File: config.mk
export PLATFORM = sky130hd
export DESIGN_NAME = attn_seq_ctrl
export DESIGN_NICKNAME = d
export VERILOG_FILES = /design/src/rtl/attn_ctrl_pkg.sv /design/src/rtl/ctrl_step_counter.sv /design/src/rtl/attn_seq_ctrl.sv
export SDC_FILE = /design/constraint.sdc
export NUM_CORES = 1
export LEC_CHECK = 0
export ABC_AREA = 1
export CAP_MARGIN = 30
export CORE_ASPECT_RATIO = 1.25
export CORE_MARGIN = 8
export CORE_UTILIZATION = 50
export CTS_CLUSTER_SIZE = 30
export DETAILED_ROUTE_END_ITERATION = 8
export GPL_ROUTABILITY_DRIVEN = 0
export PLACE_DENSITY = 0.78
export SYNTH_ARGS = -nofsm -noshare
export SYNTH_HDL_FRONTEND = slang
export SYNTH_SLANG_ARGS = --single-unit
File: constraint.sdc
create_clock -name clk -period 1.75 [get_ports clk]
set_input_delay 0.2625 -clock clk [delete_from_list [all_inputs] [get_ports clk]]
set_output_delay 0.2625 -clock clk [all_outputs]
set_load 0.02 [all_outputs]
File: src/rtl/attn_ctrl_pkg.sv
// Shared state encodings, SFP op codes and instruction field offsets for the attention sequencer.
package attn_ctrl_pkg;

  typedef enum logic [3:0] {
    ST_IDLE       = 4'd0,
    ST_Q_WRITE    = 4'd1,
    ST_K_WRITE    = 4'd2,
    ST_K_LOAD     = 4'd3,
    ST_EXEC       = 4'd4,
    ST_DRAIN      = 4'd5,
    ST_SFP_ACCUM  = 4'd6,
    ST_SFP_HOLD   = 4'd7,
    ST_SFP_DIV    = 4'd8,
    ST_WRITE_PMEM = 4'd9,
    ST_FINISH     = 4'd10
  } state_t;

  typedef enum logic [1:0] {
    SFP_NONE  = 2'b00,
    SFP_ACCUM = 2'b01,
    SFP_DIV   = 2'b10
  } sfp_op_t;

  localparam int unsigned BIT_PMEM_WR  = 0;
  localparam int unsigned BIT_PMEM_RD  = 1;
  localparam int unsigned BIT_KMEM_WR  = 2;
  localparam int unsigned BIT_KMEM_RD  = 3;
  localparam int unsigned BIT_QMEM_WR  = 4;
  localparam int unsigned BIT_QMEM_RD  = 5;
  localparam int unsigned BIT_LOAD     = 6;
  localparam int unsigned BIT_EXECUTE  = 7;
  localparam int unsigned OFS_PMEM_ADD = 8;

  function automatic int unsigned ofs_qkmem_add(input int unsigned addr_bw);
    return OFS_PMEM_ADD + addr_bw;
  endfunction

  function automatic int unsigned ofs_ofifo_rd(input int unsigned addr_bw);
    return OFS_PMEM_ADD + 2 * addr_bw;
  endfunction

  function automatic int unsigned ofs_sfp(input int unsigned addr_bw);
    return OFS_PMEM_ADD + 2 * addr_bw + 1;
  endfunction

endpackage

File: src/rtl/ctrl_step_counter.sv
// Up-counter with synchronous clear that saturates at a terminal value and flags it.
module ctrl_step_counter #(
  parameter int unsigned WIDTH = 5
) (
  input  logic             clk,
  input  logic             reset,
  input  logic             clear,
  input  logic             enable,
  input  logic [WIDTH-1:0] terminal,
  output logic [WIDTH-1:0] count,
  output logic             last
);

  assign last = (count == terminal);

  always_ff @(posedge clk or negedge reset) begin
    if (!reset) begin
      count <= '0;
    end else if (clear) begin
      count <= '0;
    end else if (enable && !last) begin
      count <= count + 1'b1;
    end
  end

endmodule

File: src/rtl/attn_seq_ctrl.sv
// Attention-core pass sequencer: Q/K fill, K load, execute, drain, optional SFP, psum write-back.
module attn_seq_ctrl
  import attn_ctrl_pkg::*;
#(
  parameter int unsigned ADDR_BW = 4,
  parameter int unsigned Q_DEPTH = 16,
  parameter int unsigned K_DEPTH = 8,
  parameter int unsigned SFP_EN  = 1,
  parameter int unsigned INST_BW = 2 * ADDR_BW + 11
) (
  input  logic               clk,
  input  logic               reset,
  input  logic               start,
  input  logic               in_valid,
  input  logic               ld_done,
  input  logic               ofifo_full,
  input  logic               ofifo_valid,
  input  logic               sfp_ready,
  output logic [INST_BW-1:0] inst_out,
  output logic               busy,
  output logic               done,
  output logic [3:0]         state_out
);

  localparam int unsigned CW     = ADDR_BW + 1;
  localparam int unsigned QK_OFS = ofs_qkmem_add(ADDR_BW);
  localparam int unsigned OF_OFS = ofs_ofifo_rd(ADDR_BW);
  localparam int unsigned SF_OFS = ofs_sfp(ADDR_BW);

  localparam logic [CW-1:0] Q_LAST = CW'(Q_DEPTH - 1);
  localparam logic [CW-1:0] K_LAST = CW'(K_DEPTH - 1);
  localparam logic [CW-1:0] K_END  = CW'(K_DEPTH);

  state_t             state_q, state_d;
  logic [INST_BW-1:0] inst_d;

  logic          cnt_clr, cnt_en, cnt_last;
  logic [CW-1:0] cnt, cnt_term;
  logic          row_clr, row_en, row_last;
  logic [CW-1:0] row;

  ctrl_step_counter #(.WIDTH(CW)) u_addr_cnt (
    .clk      (clk),
    .reset    (reset),
    .clear    (cnt_clr),
    .enable   (cnt_en),
    .terminal (cnt_term),
    .count    (cnt),
    .last     (cnt_last)
  );

  ctrl_step_counter #(.WIDTH(CW)) u_row_cnt (
    .clk      (clk),
    .reset    (reset),
    .clear    (row_clr),
    .enable   (row_en),
    .terminal (Q_LAST),
    .count    (row),
    .last     (row_last)
  );

  always_comb begin
    state_d  = state_q;
    inst_d   = '0;
    cnt_clr  = 1'b0;
    cnt_en   = 1'b0;
    cnt_term = Q_LAST;
    row_clr  = 1'b0;
    row_en   = 1'b0;
    case (state_q)
      ST_IDLE: begin
        if (start) begin
          state_d = ST_Q_WRITE;
          cnt_clr = 1'b1;
          row_clr = 1'b1;
        end
      end
      ST_Q_WRITE: begin
        cnt_term = Q_LAST;
        if (in_valid) begin
          inst_d[BIT_QMEM_WR]          = 1'b1;
          inst_d[QK_OFS +: ADDR_BW]    = cnt[ADDR_BW-1:0];
          if (cnt_last) begin
            cnt_clr = 1'b1;
            state_d = ST_K_WRITE;
          end else begin
            cnt_en = 1'b1;
          end
        end
      end
      ST_K_WRITE: begin
        cnt_term = K_LAST;
        if (in_valid) begin
          inst_d[BIT_KMEM_WR]          = 1'b1;
          inst_d[QK_OFS +: ADDR_BW]    = cnt[ADDR_BW-1:0];
          if (cnt_last) begin
            cnt_clr = 1'b1;
            state_d = ST_K_LOAD;
          end else begin
            cnt_en = 1'b1;
          end
        end
      end
      ST_K_LOAD: begin
        // Counter runs one past the last K row so the wait phase is distinguishable.
        cnt_term         = K_END;
        inst_d[BIT_LOAD] = 1'b1;
        if (!cnt_last) begin
          inst_d[BIT_KMEM_RD]       = 1'b1;
          inst_d[QK_OFS +: ADDR_BW] = cnt[ADDR_BW-1:0];
          cnt_en                    = 1'b1;
        end else if (ld_done) begin
          cnt_clr = 1'b1;
          state_d = ST_EXEC;
        end
      end
      ST_EXEC: begin
        if (!ofifo_full) begin
          inst_d[BIT_EXECUTE]       = 1'b1;
          inst_d[BIT_QMEM_RD]       = 1'b1;
          inst_d[QK_OFS +: ADDR_BW] = row[ADDR_BW-1:0];
          if (row_last) begin
            row_clr = 1'b1;
            state_d = ST_DRAIN;
          end else begin
            row_en = 1'b1;
          end
        end
      end
      ST_DRAIN: begin
        if (ofifo_valid) begin
          inst_d[OF_OFS] = 1'b1;
          state_d        = (SFP_EN != 0) ? ST_SFP_ACCUM : ST_WRITE_PMEM;
        end
      end
      ST_SFP_ACCUM: begin
        inst_d[SF_OFS +: 2] = SFP_ACCUM;
        state_d             = ST_SFP_HOLD;
      end
      ST_SFP_HOLD: begin
        if (sfp_ready) state_d = ST_SFP_DIV;
      end
      ST_SFP_DIV: begin
        inst_d[SF_OFS +: 2] = SFP_DIV;
        state_d             = ST_WRITE_PMEM;
      end
      ST_WRITE_PMEM: begin
        inst_d[BIT_PMEM_WR]             = 1'b1;
        inst_d[OFS_PMEM_ADD +: ADDR_BW] = row[ADDR_BW-1:0];
        if (row_last) begin
          row_clr = 1'b1;
          state_d = ST_FINISH;
        end else begin
          row_en  = 1'b1;
          state_d = ST_DRAIN;
        end
      end
      ST_FINISH: begin
        state_d = ST_IDLE;
      end
      default: begin
        state_d = ST_IDLE;
      end
    endcase
  end

  always_ff @(posedge clk or negedge reset) begin
    if (!reset) begin
      state_q  <= ST_IDLE;
      inst_out <= '0;
      done     <= 1'b0;
    end else begin
      state_q  <= state_d;
      inst_out <= inst_d;
      done     <= (state_q == ST_FINISH);
    end
  end

  assign busy      = (state_q != ST_IDLE);
  assign state_out = state_q;

endmodule

Word level (Yosys, flattened, before mapping)
Index checks and enable logic that the tools add are counted.
{"block": "totals", "out_inout_bits": 25, "ram_bits": 0, "register_bits": 33, "latch_bits": 0, "elab_cells": 89, "romBits": 0, "input_bits": 8, "n_memories": 0}
{"block": "op_classes", "bitwise": 0, "n_addsub": 2, "n_shift": 0, "n_eq_ne": 23, "mux": 49, "n_div": 0, "reduce_logical": 10, "mul": 0, "order_cmp": 0}
{"cell": "$mux W4", "n": 16}
{"cell": "$pmux W4 S10", "n": 1}
{"cell": "$mux W1", "n": 21}
{"cell": "$mux W5", "n": 4}
{"cell": "$ne A2 B2 Y1 const B", "n": 10}
{"cell": "$eq A4 B3 Y1 const B", "n": 4}
{"cell": "$eq A4 B4 Y1 const B", "n": 3}
{"cell": "$pmux W4 S3", "n": 1}
{"cell": "$reduce_and A11 Y1", "n": 1}
{"cell": "$add A5 B1 Y5 const B", "n": 2}
{"cell": "$eq A4 B2 Y1 const B", "n": 2}
{"cell": "$pmux W4 S2", "n": 1}
{"cell": "$pmux W1 S3", "n": 2}
{"cell": "$eq A5 B4 Y1", "n": 1}
{"cell": "$eq A5 B4 Y1 const B", "n": 1}
{"cell": "$eq A4 B1 Y1 const B", "n": 1}
{"cell": "$logic_not A4 Y1", "n": 1}
{"cell": "$pmux W1 S2", "n": 2}
{"cell": "$pmux W2 S2", "n": 1}
{"cell": "$reduce_bool A2 Y1", "n": 2}
{"cell": "$reduce_bool A4 Y1", "n": 1}
{"cell": "$logic_and A1 B1 Y1", "n": 2}
{"cell": "$logic_not A1 Y1", "n": 2}
{"cell": "$ne A2 B1 Y1 const B", "n": 1}
{"cell": "$reduce_or A2 Y1", "n": 1}

Longest topological paths before layout
Gate-level depths: netlist of the first run.
{"block": "depth", "depth_word": 9, "depth_mapped": 11, "mapped_depth_nobuf": 11}

Hierarchy
From an unflattened synthesis of the first run, not the netlist that was laid out.
{"block": "unflattened", "hier_cells": 260, "hier_area_um2": 1898.1}
{"module": "attn_seq_ctrl", "area_per_inst_um2": 1097.3, "seq_area_each_um2": 550.5, "n_inst": 1, "cells_per_inst": 138}
{"module": "ctrl_step_counter", "area_per_inst_um2": 400.4, "seq_area_each_um2": 125.1, "n_inst": 2, "cells_per_inst": 61}

Worst setup path before layout of the first run
Ideal clock, no wire load.
{"block": "synth_path", "path_kind": "reg2reg", "start": "register state_q[0] (netlist: state_out[0])", "end": "register u_row_cnt.count[3]", "n_path_buf": 0, "stages_incl_launch_ff": 8, "path_slack_ns": 0.081, "setup_ns": 0.123, "arrival_time_ns": 1.547, "required_ns": 1.627, "period_less_slack_ns": 1.669, "cell_sequence": "dfrtp_1 nor2_2 nand2_1 nor2_1 inv_2 o211ai_2 or2_1 o21ai_1"}
{"block": "synth_via", "elab_chain_len": 4, "word_cells_on_any_way": 8, "cone_classes": "2 x eq/ne; 3 x mux; 3 x reduce/logical"}
{"item": "start: declaration", "line": "attn_seq_ctrl.sv:34", "source": "state_t state_q, state_d;"}
{"item": "start signal: assignment", "line": "attn_seq_ctrl.sv:173", "source": "state_q <= state_d;"}
{"item": "$eq A4 B4 Y1 or $eq A4 B3 Y1 (tied branches)", "line": "attn_seq_ctrl.sv:70", "source": "case (state_q)"}
{"item": "$pmux W1 S2", "line": "attn_seq_ctrl.sv:70"}
{"item": "$logic_and A1 B1 Y1", "line": "ctrl_step_counter.sv:21", "source": "end else if (enable && !last) begin"}
{"item": "$reduce_bool A2 Y1 (no source line)"}
{"item": "end signal: assignment", "line": "ctrl_step_counter.sv:22", "source": "count <= count + 1'b1;"}
{"item": "end: declaration", "line": "ctrl_step_counter.sv:10", "source": "output logic [WIDTH-1:0] count,"}
Several ways; a longest one is shown, not always the timed one.
A chain may end at the register's enable or synchronous reset.

Worst setup path after layout of the first run
{"block": "layout_path", "start": "register u_row_cnt.count[1]", "end": "register u_row_cnt.count[0]"}
{"block": "layout_via", "elab_chain_len": 6, "word_cells_on_any_way": 11, "cone_classes": "1 x eq/ne; 7 x mux; 3 x reduce/logical"}
{"item": "$eq A5 B4 Y1 *", "line": "ctrl_step_counter.sv:14", "source": "assign last = (count == terminal);"}
{"item": "$mux W1", "line": "attn_seq_ctrl.sv:122, attn_seq_ctrl.sv:150"}
{"item": "$mux W1", "line": "attn_seq_ctrl.sv:118", "source": "if (!ofifo_full) begin"}
{"item": "$pmux W1 S2", "line": "attn_seq_ctrl.sv:70"}
{"item": "$logic_and A1 B1 Y1", "line": "ctrl_step_counter.sv:21"}
{"item": "$reduce_bool A2 Y1 (no source line)"}
Every way passes the cells marked *; elsewhere a longest branch is shown, timed or not.

==> results of run 1 <==
==> cell usage after synthesis, drive strengths merged (2+ instances only) <==
master   n
buf      3
nand2   61
nor3     3
nor2    25
inv     32
nand4    4
o21ai    8
dfrtp   32
nand3   18
a21oi    3
ha       3
a211oi   2
==> worst max path at each step <==
stage | depth (start not counted) | to | slack (ps) | startpoint
floorplan | 7 | u_row_cnt.count[3]$_DFFE_PN0P_ | 80 | state_out[0]$_DFFE_PN0P_
global placement | 11 | state_out[0]$_DFFE_PN0P_ | 80 | u_row_cnt.count[0]$_DFFE_PN0P_
detailed placement | 11 | state_out[0]$_DFFE_PN0P_ | -10 | u_row_cnt.count[1]$_DFFE_PN0P_
CTS | 11 | state_out[0]$_DFFE_PN0P_ | -0.8 | u_row_cnt.count[1]$_DFFE_PN0P_
global route | 11 | state_out[1]$_DFFE_PN0P_ | -30 | u_row_cnt.count[1]$_DFFE_PN0P_
finish | 9 | u_row_cnt.count[0]$_DFFE_PN0P_ | 70 | u_row_cnt.count[1]$_DFFE_PN0P_
==> sequential cells by signal, summed over array words and instances (netlist names) <==
| signal | cells |
|---|---|
| inst_out | 17 |
| u_addr_cnt.count | 5 |
| u_row_cnt.count | 5 |
| state_out | 4 |
| done | 1 |
==> through the flow <==
stage | hold slack, ps | power [W] | std cells | setup TNS, ps
finish | 370 | 0.00322 | 287 | 0
global route | 401 | 0.00345 | 287 | -90.7
CTS | 379 | 0.00323 | 287 | -0.782
detailed placement | 470 | 0.00250 | 277 | -26.8
global placement | 469 | 0.00247 | 277 | 0
floorplan | -33.1 | 0.00197 | 202 | 0
==> critical path: cells and delay by family (launching register included) <==
kind | cells | cell delay (ps)
flops | 1 | 360
fa+ha+maj | 2 | 410
simple gates | 4 | 520
compound gates | 2 | 250
buf+inv | 1 | 60
==> power breakdown <==
part / total [W] / switching (W) / internal (W)
Clock: 0.000682 / 0.000262 / 0.000420
Sequential: 0.00104 / 0.000147 / 0.000898
Combinational: 0.00150 / 0.000903 / 0.000594
==> per-layer routing <==
metal	track usage (%)	routed length [µm]	part of all wire, %	up-vias
met3	5.62	303	8.1	11
met4	6.29	93	2.5	0
met2	26.8	1940	52	45
met1	15.7	1430	38	682
met5	0	0	0	-
li1	-	-	-	726
==> cells by family after synthesis <==
kind of cell | count (synthesis)
and+or+nand+nor | 114
buffers and inverters | 35
DFF | 32
AOI/OAI and AO/OA | 16
adders and majority gates | 3
xor gates and xnor gates | 1
other | 1
==> layout make-up <==
type,instances,area (µm²)
clock inverter,3,42.5
clock buffer,5,68.8
tap,37,46.3
fill,240,950
multi-input combinational,135,723
sequential,32,803
inverter,32,120
timing repair buffer,43,412
==> timing repair <==
item                       4_1_cts  5_1_grt
cloned                           0        0
pin swaps                        7        6
gates resized for setup          9        5
hold endpoints to repair         0        0
setup endpoints to repair        5       14
setup buffers                    2        0
==> qor.log, run 1 <==
INFO  die            fp-row-count=23
INFO  clock_network  clk_root_buffer_cell=clkbuf_8
INFO  synthesis      syn_avg_cell_area=8.07µm²
INFO  worst_setup_path critPathCaptureType=flip-flop
INFO  worst_setup_path timing.critical_path.cells=ha_2 -> nand2_2 -> nor2_2 -> ha_2 -> inv_1 -> nand2_2 -> o21ai_4 -> or2_1 -> o21ai_1
INFO  final_layout   diodes=0
INFO  die            start_util=51.5%
INFO  flow_run       maxCapViolCount=0
INFO  global_routing grt_max_degree=33
INFO  synthesis      synth-compound-area-share=7.52%
INFO  worst_setup_path timing.setup.critical_path_class=reg -> reg
INFO  synthesis      synth.ff_latch_count=32
INFO  worst_setup_path reg2regPathDepth=9
INFO  sta            timing.final.ws_setup=65.1ps
INFO  clock_network  clock_insertion_delay_worst_skew=280ps
INFO  final_layout   final_core_util=70.0%
INFO  clock_network  tritoncts=yes
INFO  synthesis      synth_top_area_share=49.1%
INFO  detailed_routing detail-route-antenna-nets=0
INFO  power_and_ir_drop powerDensity=1450nW/µm²
INFO  synthesis      yosys_most_used_dff=dfrtp_1
INFO  synthesis      synth_adder_area_share=2.30%
INFO  synthesis      asyncSetResetFlopFracSynth=100%
INFO  synthesis      syn-num-nets=213
INFO  final_layout   area_growth_syn_to_layout=35.9%
INFO  detailed_routing routedWlPerCell=13.1µm
INFO  synthesis      synth_sequential_area_ratio=49.1%
INFO  clock_network  path_clk_slew=70ps
INFO  worst_setup_path r2r_start=u_row_cnt.count[1]$_DFFE_PN0P_
INFO  synthesis      synth_xor_xnor_area_share=0.537%
INFO  detailed_routing drt-total-wl=3760µm
INFO  placed_design  post-place-ws=-14.4ps
INFO  power_and_ir_drop ir_drop=935µV
INFO  clock_network  cts_inserted_buffers=5
INFO  global_routing globalRoute.totalOverflow=0
INFO  sta            timing_max_transition_violations_final=0
INFO  clock_network  cts_num_sinks=32
INFO  global_routing via_count_of_the_first_global_routing_pass=1465
INFO  global_routing grt_first_pass_wirelength=6330µm
INFO  placed_design  placed_cell_area=2050µm²
INFO  sta            setup_repair_after_global_routing_missed_its_margin=yes
INFO  synthesis      main_combinational_cell_family_by_area_after_synthesis=simple AND/OR/NAND/NOR gates
INFO  sta            setup_viol_count_final=0
INFO  die            placeable_core_region=3170µm²
INFO  worst_setup_path cpPeakStageDelay=360ps
INFO  detailed_routing avgViaCountPerCell=5.10
INFO  synthesis      synth.cell_area=1630µm²
INFO  sta            fin_worst_skew=4.27ps
INFO  synthesis      synthesis.yosys.warnings=0
INFO  synthesis      yosys.area_share.simple=31.3%
INFO  global_routing total_track_usage=15.2%
INFO  global_routing grt_antenna_before_repair=0
INFO  synthesis      netlist_instances=202
INFO  sta            max_freq=594MHz
INFO  synthesis      post_synth_num_cell_types=29
INFO  die            die_h=79.8µm
INFO  final_layout   final_common_cell=nand2_1
INFO  die            io_pins=33
INFO  die            die_footprint=5360µm²
INFO  final_layout   nNetsFinal=260
INFO  synthesis      yosys.area.top_type=dfrtp_1
INFO  sta            layout_min_cycle_time=1680ps
INFO  clock_network  number_of_hold_buffers_added_after_cts=0
INFO  detailed_routing firstDrtPassIters=4
INFO  clock_network  cts-htree-levels=2
INFO  worst_setup_path worstSetupStartpointType=flip-flop
INFO  synthesis      synth.mux.area_fraction=0%
INFO  detailed_routing route.detailed.drc=0
INFO  die            horizontal_die_dimension=67.1µm
INFO  final_layout   final_layout_size_suffix_gt1_share=19.6%
INFO  sta            finalCritPeriodShare=96.3%
INFO  final_layout   postLayoutCellArea=2220µm²
INFO  final_layout   mostFrequentLayoutCells=nand2_1 (54), dfrtp_1 (30), clkdlybuf4s50_1 (30), inv_1 (28), nor2_1 (19)
INFO  worst_setup_path timing.reg2reg.setup_slack=70ps
INFO  sta            finalHoldViolCount=0
INFO  worst_setup_path crit-reg2reg-capture=u_row_cnt.count[0]$_DFFE_PN0P_
INFO  clock_network  clockBufferDepth=2
INFO  worst_setup_path arrival=1880ps
INFO  synthesis      synth.area.top_cells=dfrtp_1 (49%), nand2_1 (13%), inv_1 (6.4%), nand3_1 (5.2%), nor2_1 (4.6%)
INFO  synthesis      synth_enable_flop_cells=0
INFO  worst_setup_path cp.required=1950ps
INFO  power_and_ir_drop p_leak=1.08nW
INFO  placed_design  io_buffer_count=31
INFO  run_status     outcome=finished clean
INFO  worst_setup_path crit_path_max_fo=8
INFO  placed_design  detailedPlacementHpwl=2800µm
INFO  detailed_routing detail_route.iter0.violations=55
INFO  worst_hold_path hp-class=in -> async
INFO  detailed_routing vias=1464
INFO  worst_setup_path cpMaxStageDelayCell=dfrtp_1
Power figures use the tool's default switching activity.
==> run 2, diff against run 1 <==
- SKIP_LAST_GASP: not set -> 1
==> run 2 against run 1 <==
Effect of this change: cell count stayed put; sequential share of layout area stayed put; total power barely moved; die area stayed put; critical path depth unchanged; setup slack is the same; first-iteration DRC count grew 24%; highest routed layer unchanged.
==> qor.log, run 2 (synthesis gave the netlist of run 1 again) <==
INFO  die            placeable_core_region=3170µm²
INFO  global_routing grt_first_pass_wirelength=6330µm
INFO  power_and_ir_drop powerDensity=1450nW/µm²
INFO  sta            timing_max_transition_violations_final=0
INFO  detailed_routing route.detailed.drc=0
INFO  sta            finalHoldViolCount=0
INFO  sta            setup_repair_after_global_routing_missed_its_margin=yes
INFO  detailed_routing firstDrtPassIters=4
INFO  global_routing via_count_of_the_first_global_routing_pass=1465
INFO  sta            setup_viol_count_final=0
INFO  detailed_routing drt-total-wl=3760µm
INFO  die            start_util=51.5%
INFO  die            die_footprint=5360µm²
INFO  global_routing grt_antenna_before_repair=0
INFO  die            fp-row-count=23
INFO  worst_setup_path cp.required=1950ps
INFO  placed_design  dpl.cell_count=277
INFO  die            horizontal_die_dimension=67.1µm
INFO  clock_network  clk_root_buffer_cell=clkbuf_8
INFO  power_and_ir_drop power.share.switching=40.7%
INFO  final_layout   top_register=inst_out
INFO  final_layout   final_layout_size_suffix_gt1_share=19.6%
INFO  power_and_ir_drop pwr-share-comb=46.4%
INFO  worst_setup_path worstSetupStartpointType=flip-flop
INFO  final_layout   area_growth_syn_to_layout=35.9%
INFO  worst_setup_path crit_path_max_fo=8
INFO  detailed_routing avgViaCountPerCell=5.08
INFO  detailed_routing detail-route-antenna-nets=0
INFO  clock_network  number_of_hold_buffers_added_after_cts=0
INFO  final_layout   final_common_cell=nand2_1
INFO  final_layout   largest_registers_ranked_by_flip_flop_count=inst_out x17, u_addr_cnt.count x5, u_row_cnt.count x5
INFO  die            die_h=79.8µm
INFO  sta            setup_total_negative_slack=0ps
INFO  die            io_pins=33
INFO  final_layout   nNetsFinal=260
INFO  detailed_routing vias=1458
INFO  placed_design  io_buffer_count=31
INFO  clock_network  cts_inserted_buffers=5
INFO  placed_design  detailedPlacementHpwl=2800µm
INFO  global_routing globalRoute.totalOverflow=0
INFO  placed_design  post-place-ws=-14.4ps
INFO  power_and_ir_drop switching_power=0.00131W
INFO  global_routing grt_max_degree=33
INFO  power_and_ir_drop p_leak=1.08nW
INFO  worst_setup_path timing.setup.critical_path_class=reg -> reg
INFO  worst_setup_path critPathCaptureType=flip-flop
INFO  power_and_ir_drop p_int=0.00191W
INFO  clock_network  path_clk_slew=70ps
INFO  sta            fin_worst_skew=4.31ps
INFO  clock_network  cts-htree-levels=2
INFO  sta            max_freq=594MHz
INFO  flow_run       maxCapViolCount=0
INFO  clock_network  clock_insertion_delay_worst_skew=280ps
INFO  power_and_ir_drop power.sequential.fraction=32.4%
INFO  final_layout   mostFrequentLayoutCells=nand2_1 (54), dfrtp_1 (30), clkdlybuf4s50_1 (30), inv_1 (28), nor2_1 (19)
INFO  global_routing total_track_usage=15.2%
INFO  sta            finalCritPeriodShare=96.3%
INFO  worst_setup_path r2r_start=u_row_cnt.count[1]$_DFFE_PN0P_
INFO  power_and_ir_drop ir_drop=935µV
INFO  run_status     outcome=finished clean
INFO  sta            layout_min_cycle_time=1680ps
INFO  sta            timing.final.ws_setup=65.1ps
INFO  worst_setup_path critPathLaunch=u_row_cnt.count[1]$_DFFE_PN0P_
INFO  final_layout   finish.cell_count_without_fillers=287
INFO  final_layout   final_core_util=70.0%
INFO  worst_hold_path hp-class=in -> async
INFO  power_and_ir_drop p_total=0.00322W
INFO  clock_network  clockBufferDepth=2
INFO  final_layout   diodes=0
INFO  final_layout   largest_register_ff_count=17
INFO  power_and_ir_drop clockPowerShare=21.2%
INFO  clock_network  cts_num_sinks=32
INFO  detailed_routing routedWlPerCell=13.1µm
INFO  final_layout   nFillCells=240
INFO  worst_setup_path arrival=1880ps
INFO  detailed_routing detail_route.iter0.violations=68
INFO  clock_network  tritoncts=yes
## run 2: cell counts in the layout (fill, tap and decap cells not counted)
Identical to the previous run, type by type.
## run 2: worst max-delay path, stage by stage (launching register included)
cell	delay, ps
dfrtp_1	360
ha_2	200
nand2_2	70
nor2_2	90
ha_2	210
inv_1	60
nand2_2	90
o21ai_4	90
or2_1	270
o21ai_1	160
## run 2: power by group through the flow
stage | registers (W) | clock network, W | logic (W)
finish | 0.00104 | 0.000683 | 0.00150
global route | 0.00107 | 0.000735 | 0.00165
CTS | 0.00104 | 0.000697 | 0.00149
detailed placement | 0.00104 | 0 | 0.00146
global placement | 0.00103 | 0 | 0.00144
floorplan | 0.00114 | 0 | 0.000825
## run 2: area by class of cell
| class | instances | area, µm² | area share [%] |
|---|---|---|---|
| clock buffer | 5 | 68.8 | 3.11 |
| multi-input combinational | 135 | 723 | 32.6 |
| inverter | 32 | 120 | 5.42 |
| tap | 37 | 46.3 | 2.09 |
| sequential | 32 | 803 | 36.3 |
| timing repair buffer | 43 | 412 | 18.6 |
| clock inverter | 3 | 42.5 | 1.92 |
## run 2: stage by stage
| step | area (µm²) | hold slack (ps) |
|---|---|---|
| floorplan | 1630 | -33.1 |
| global placement | 2050 | 469 |
| detailed placement | 2050 | 470 |
| CTS | 2200 | 379 |
| global route | 2220 | 401 |
| finish | 2220 | 370 |
## run 2: worst paths after layout
| kind | to | slack (ps) | depth (start not counted) |
|---|---|---|---|
| hold reg to reg | inst_out[15]$_DFF_PN0_ | 520 | 2 |
| setup reg to reg | u_row_cnt.count[0]$_DFFE_PN0P_ | 70 | 9 |
| min in group clk | inst_out[15]$_DFF_PN0_ | 520 | 2 |
| max in group asynchronous | state_out[1]$_DFFE_PN0P_ | 1080 | 2 |
| hold / removal | u_addr_cnt.count[4]$_DFFE_PN0P_ | 370 | 2 |
| setup / recovery | u_row_cnt.count[0]$_DFFE_PN0P_ | 70 | 9 |
## run 2: timing repair
action,CTS,global route
resized for setup,9,5
buffers inserted,2,0
endpoints found under the hold margin,0,0
pin swaps,7,6
endpoints found under the setup margin,5,14
## run 2: metal layers
| layer | vias up | track usage, % | part of all wire [%] |
|---|---|---|---|
| met2 | 43 | 26.8 | 52 |
| met4 | 0 | 6.29 | 2.5 |
| li1 | 726 | - | - |
| met3 | 11 | 5.62 | 7.9 |
| met5 | - | 0 | 0 |
| met1 | 678 | 15.7 | 38 |
==> run 3, diff against run 2 <==
- CAP_MARGIN: 30 -> not set
- CTS_CLUSTER_DIAMETER: not set -> 60
- PLACE_DENSITY: 0.78 -> 0.87
==> run 3 against run 2 <==
Effect of this change: setup slack worse by 93 ps; highest routed layer unchanged; combinational power hardly changed; non-clock buffer count stayed put; the run now ends with negative setup slack left; critical path type unchanged; clock power is 11% higher; sequential share of layout area hardly changed; register-to-register slack worse by 90 ps; via count is 3.8% higher; design area is 0.17% lower; first-iteration DRC count is 18% higher.
==> qor.log, run 3 (synthesis gave the netlist of run 1 again) <==
INFO  sta            layout_min_cycle_time=1780ps
INFO  sta            finalCritPeriodShare=102%
INFO  die            die_h=79.8µm
INFO  sta            finalHoldViolCount=0
INFO  final_layout   final_layout_size_suffix_gt1_share=18.4%
INFO  detailed_routing detail-route-antenna-nets=0
INFO  global_routing total_track_usage=14.3%
INFO  worst_setup_path timing.setup.critical_path_class=reg -> reg
INFO  sta            timing_max_transition_violations_final=0
INFO  clock_network  clockBufferDepth=2
INFO  worst_setup_path reg2regPathDepth=9
INFO  worst_setup_path crit_path_max_fo=8
INFO  clock_network  clock_insertion_delay_worst_skew=280ps
INFO  final_layout   largest_registers_ranked_by_flip_flop_count=inst_out x17, u_addr_cnt.count x5, u_row_cnt.count x5
INFO  worst_setup_path cpPeakStageDelay=400ps
INFO  sta            setup_viol_count_final=6
INFO  worst_setup_path timing.critical_path.cells=ha_4 -> nand2_2 -> nor2_1 -> ha_2 -> inv_1 -> nand2_1 -> o21ai_2 -> or2_1 -> o21ai_1
INFO  detailed_routing firstDrtPassIters=4
INFO  final_layout   diodes=0
INFO  detailed_routing drt-total-wl=3960µm
INFO  power_and_ir_drop ir_drop=1080µV
INFO  sta            fin_worst_skew=2.83ps
INFO  power_and_ir_drop switching_power=0.00133W
INFO  final_layout   largest_register_ff_count=17
INFO  final_layout   final_common_cell=nand2_1
INFO  global_routing via_count_of_the_first_global_routing_pass=1355
INFO  clock_network  clk_root_buffer_cell=clkbuf_8
INFO  detailed_routing route.detailed.drc=0
INFO  clock_network  number_of_hold_buffers_added_after_cts=0
INFO  power_and_ir_drop pwr-share-comb=45.8%
INFO  clock_network  tritoncts=yes
INFO  power_and_ir_drop p_int=0.00200W
INFO  final_layout   top_register=inst_out
INFO  final_layout   finish.cell_count_without_fillers=287
INFO  die            die_footprint=5360µm²
INFO  detailed_routing avgViaCountPerCell=5.28
INFO  flow_run       maxCapViolCount=0
INFO  worst_setup_path worstSetupStartpointType=flip-flop
INFO  final_layout   area_growth_syn_to_layout=35.7%
INFO  power_and_ir_drop power.share.switching=39.9%
INFO  die            start_util=51.5%
INFO  worst_hold_path hp-class=in -> async
INFO  sta            max_freq=563MHz
INFO  clock_network  cts-htree-levels=2
INFO  global_routing grt_max_degree=33
INFO  power_and_ir_drop p_total=0.00332W
INFO  detailed_routing vias=1514
INFO  placed_design  io_buffer_count=31
INFO  global_routing grt_first_pass_wirelength=5890µm
INFO  run_status     violated_checks=negative setup slack
INFO  die            io_pins=33
INFO  power_and_ir_drop powerDensity=1500nW/µm²
INFO  die            horizontal_die_dimension=67.1µm
INFO  worst_setup_path cp.required=1960ps
INFO  clock_network  path_clk_slew=60ps
INFO  sta            timing.final.ws_setup=-27.5ps
INFO  die            fp-row-count=23
INFO  power_and_ir_drop p_leak=1.09nW
INFO  sta            setup_repair_after_global_routing_missed_its_margin=yes
INFO  placed_design  dpl.cell_count=277
INFO  power_and_ir_drop power.sequential.fraction=31.4%
INFO  die            placeable_core_region=3170µm²
INFO  worst_setup_path critPathCaptureType=flip-flop
INFO  final_layout   mostFrequentLayoutCells=nand2_1 (55), dfrtp_1 (31), clkdlybuf4s50_1 (30), inv_1 (28), nor2_1 (20)
INFO  clock_network  cts_num_sinks=32
INFO  worst_setup_path cpMaxStageDelayCell=dfrtp_1
INFO  run_status     outcome=finished with violations
INFO  detailed_routing detail_route.iter0.violations=80
INFO  final_layout   nNetsFinal=260
INFO  global_routing grt_antenna_before_repair=0
INFO  worst_setup_path arrival=1980ps
INFO  detailed_routing routedWlPerCell=13.8µm
INFO  power_and_ir_drop clockPowerShare=22.8%
INFO  global_routing globalRoute.totalOverflow=0
INFO  clock_network  cts_inserted_buffers=5
INFO  placed_design  detailedPlacementHpwl=2780µm
INFO  sta            hold_slack=369ps
==> run 3: changes by cell type in the layout (fill, tap and decap cells not counted), sizes merged <==
cell	previous run	this run
clkinv	1	0
clkbuf	5	7
clkinvlp	1	0
==> run 3: power groups by stage <==
| stage | logic, W | clock network [W] | registers [W] |
|---|---|---|---|
| after floorplan | 0.000825 | 0 | 0.00114 |
| after global placement | 0.00144 | 0 | 0.00103 |
| after detailed placement | 0.00147 | 0 | 0.00104 |
| after CTS | 0.00147 | 0.000775 | 0.00103 |
| after global routing | 0.00166 | 0.000802 | 0.00107 |
| final | 0.00152 | 0.000757 | 0.00104 |
==> run 3: metal layers <==
| layer | share of wire [%] | global-route usage [%] | vias to the layer above | wire length, µm |
|---|---|---|---|---|
| met4 | 3.1 | 7.13 | 0 | 124 |
| met3 | 7.8 | 4.21 | 14 | 310 |
| li1 | - | - | 728 | - |
| met2 | 50 | 23.5 | 65 | 1980 |
| met1 | 39 | 16.4 | 707 | 1540 |
| met5 | 0 | 0 | - | 0 |
==> run 3: area by class of cell <==
type	instances	area (µm²)
Timing Repair Buffer	43	399
Sequential cell	32	802
Inverter	32	120
Tap cell	37	46.3
Clock inverter	1	30.0
Clock buffer	7	96.3
Fill cell	233	953
Multi-Input combinational cell	135	718
==> run 3: repair_timing <==
action	in CTS	in global routing
buffers inserted	0	2
setup endpoints to repair	4	19
gates resized for setup	2	8
endpoints found under the hold margin	0	0
pin swaps	0	7
==> run 3: final timing paths <==
| path | startpoint | endpoint | slack [ps] |
|---|---|---|---|
| min in group clk | u_row_cnt.count[3]$_DFFE_PN0P_ | inst_out[15]$_DFF_PN0_ | 490 |
| min | reset | u_row_cnt.count[0]$_DFFE_PN0P_ | 370 |
| max in group asynchronous | reset | state_out[0]$_DFFE_PN0P_ | 1060 |
| max reg2reg | u_row_cnt.count[1]$_DFFE_PN0P_ | u_row_cnt.count[0]$_DFFE_PN0P_ | -30 |
| max | u_row_cnt.count[1]$_DFFE_PN0P_ | u_row_cnt.count[0]$_DFFE_PN0P_ | -30 |
| min reg2reg | u_row_cnt.count[3]$_DFFE_PN0P_ | inst_out[15]$_DFF_PN0_ | 490 |
==> run 3: critical path: cells and delay by family (launching register included) <==
family,cells,cell delay [ps]
flops,1,400
buf+inv,1,60
compound gates,2,280
fa+ha+maj,2,400
simple gates,4,560
==> run 3: metrics by stage <==
stage / cell area [µm²] / TNS, ps / utilization, % / worst slack (ps)
after floorplan: 1630 / 0 / - / 80.6
after global placement: 2040 / 0 / 64.3 / 77.1
after detailed placement: 2040 / 0 / 64.3 / 7.42
after CTS: 2160 / 0 / 68.3 / 0.720
after global routing: 2210 / -1290 / 69.9 / -166
final: 2210 / -88.2 / 69.9 / -27.5
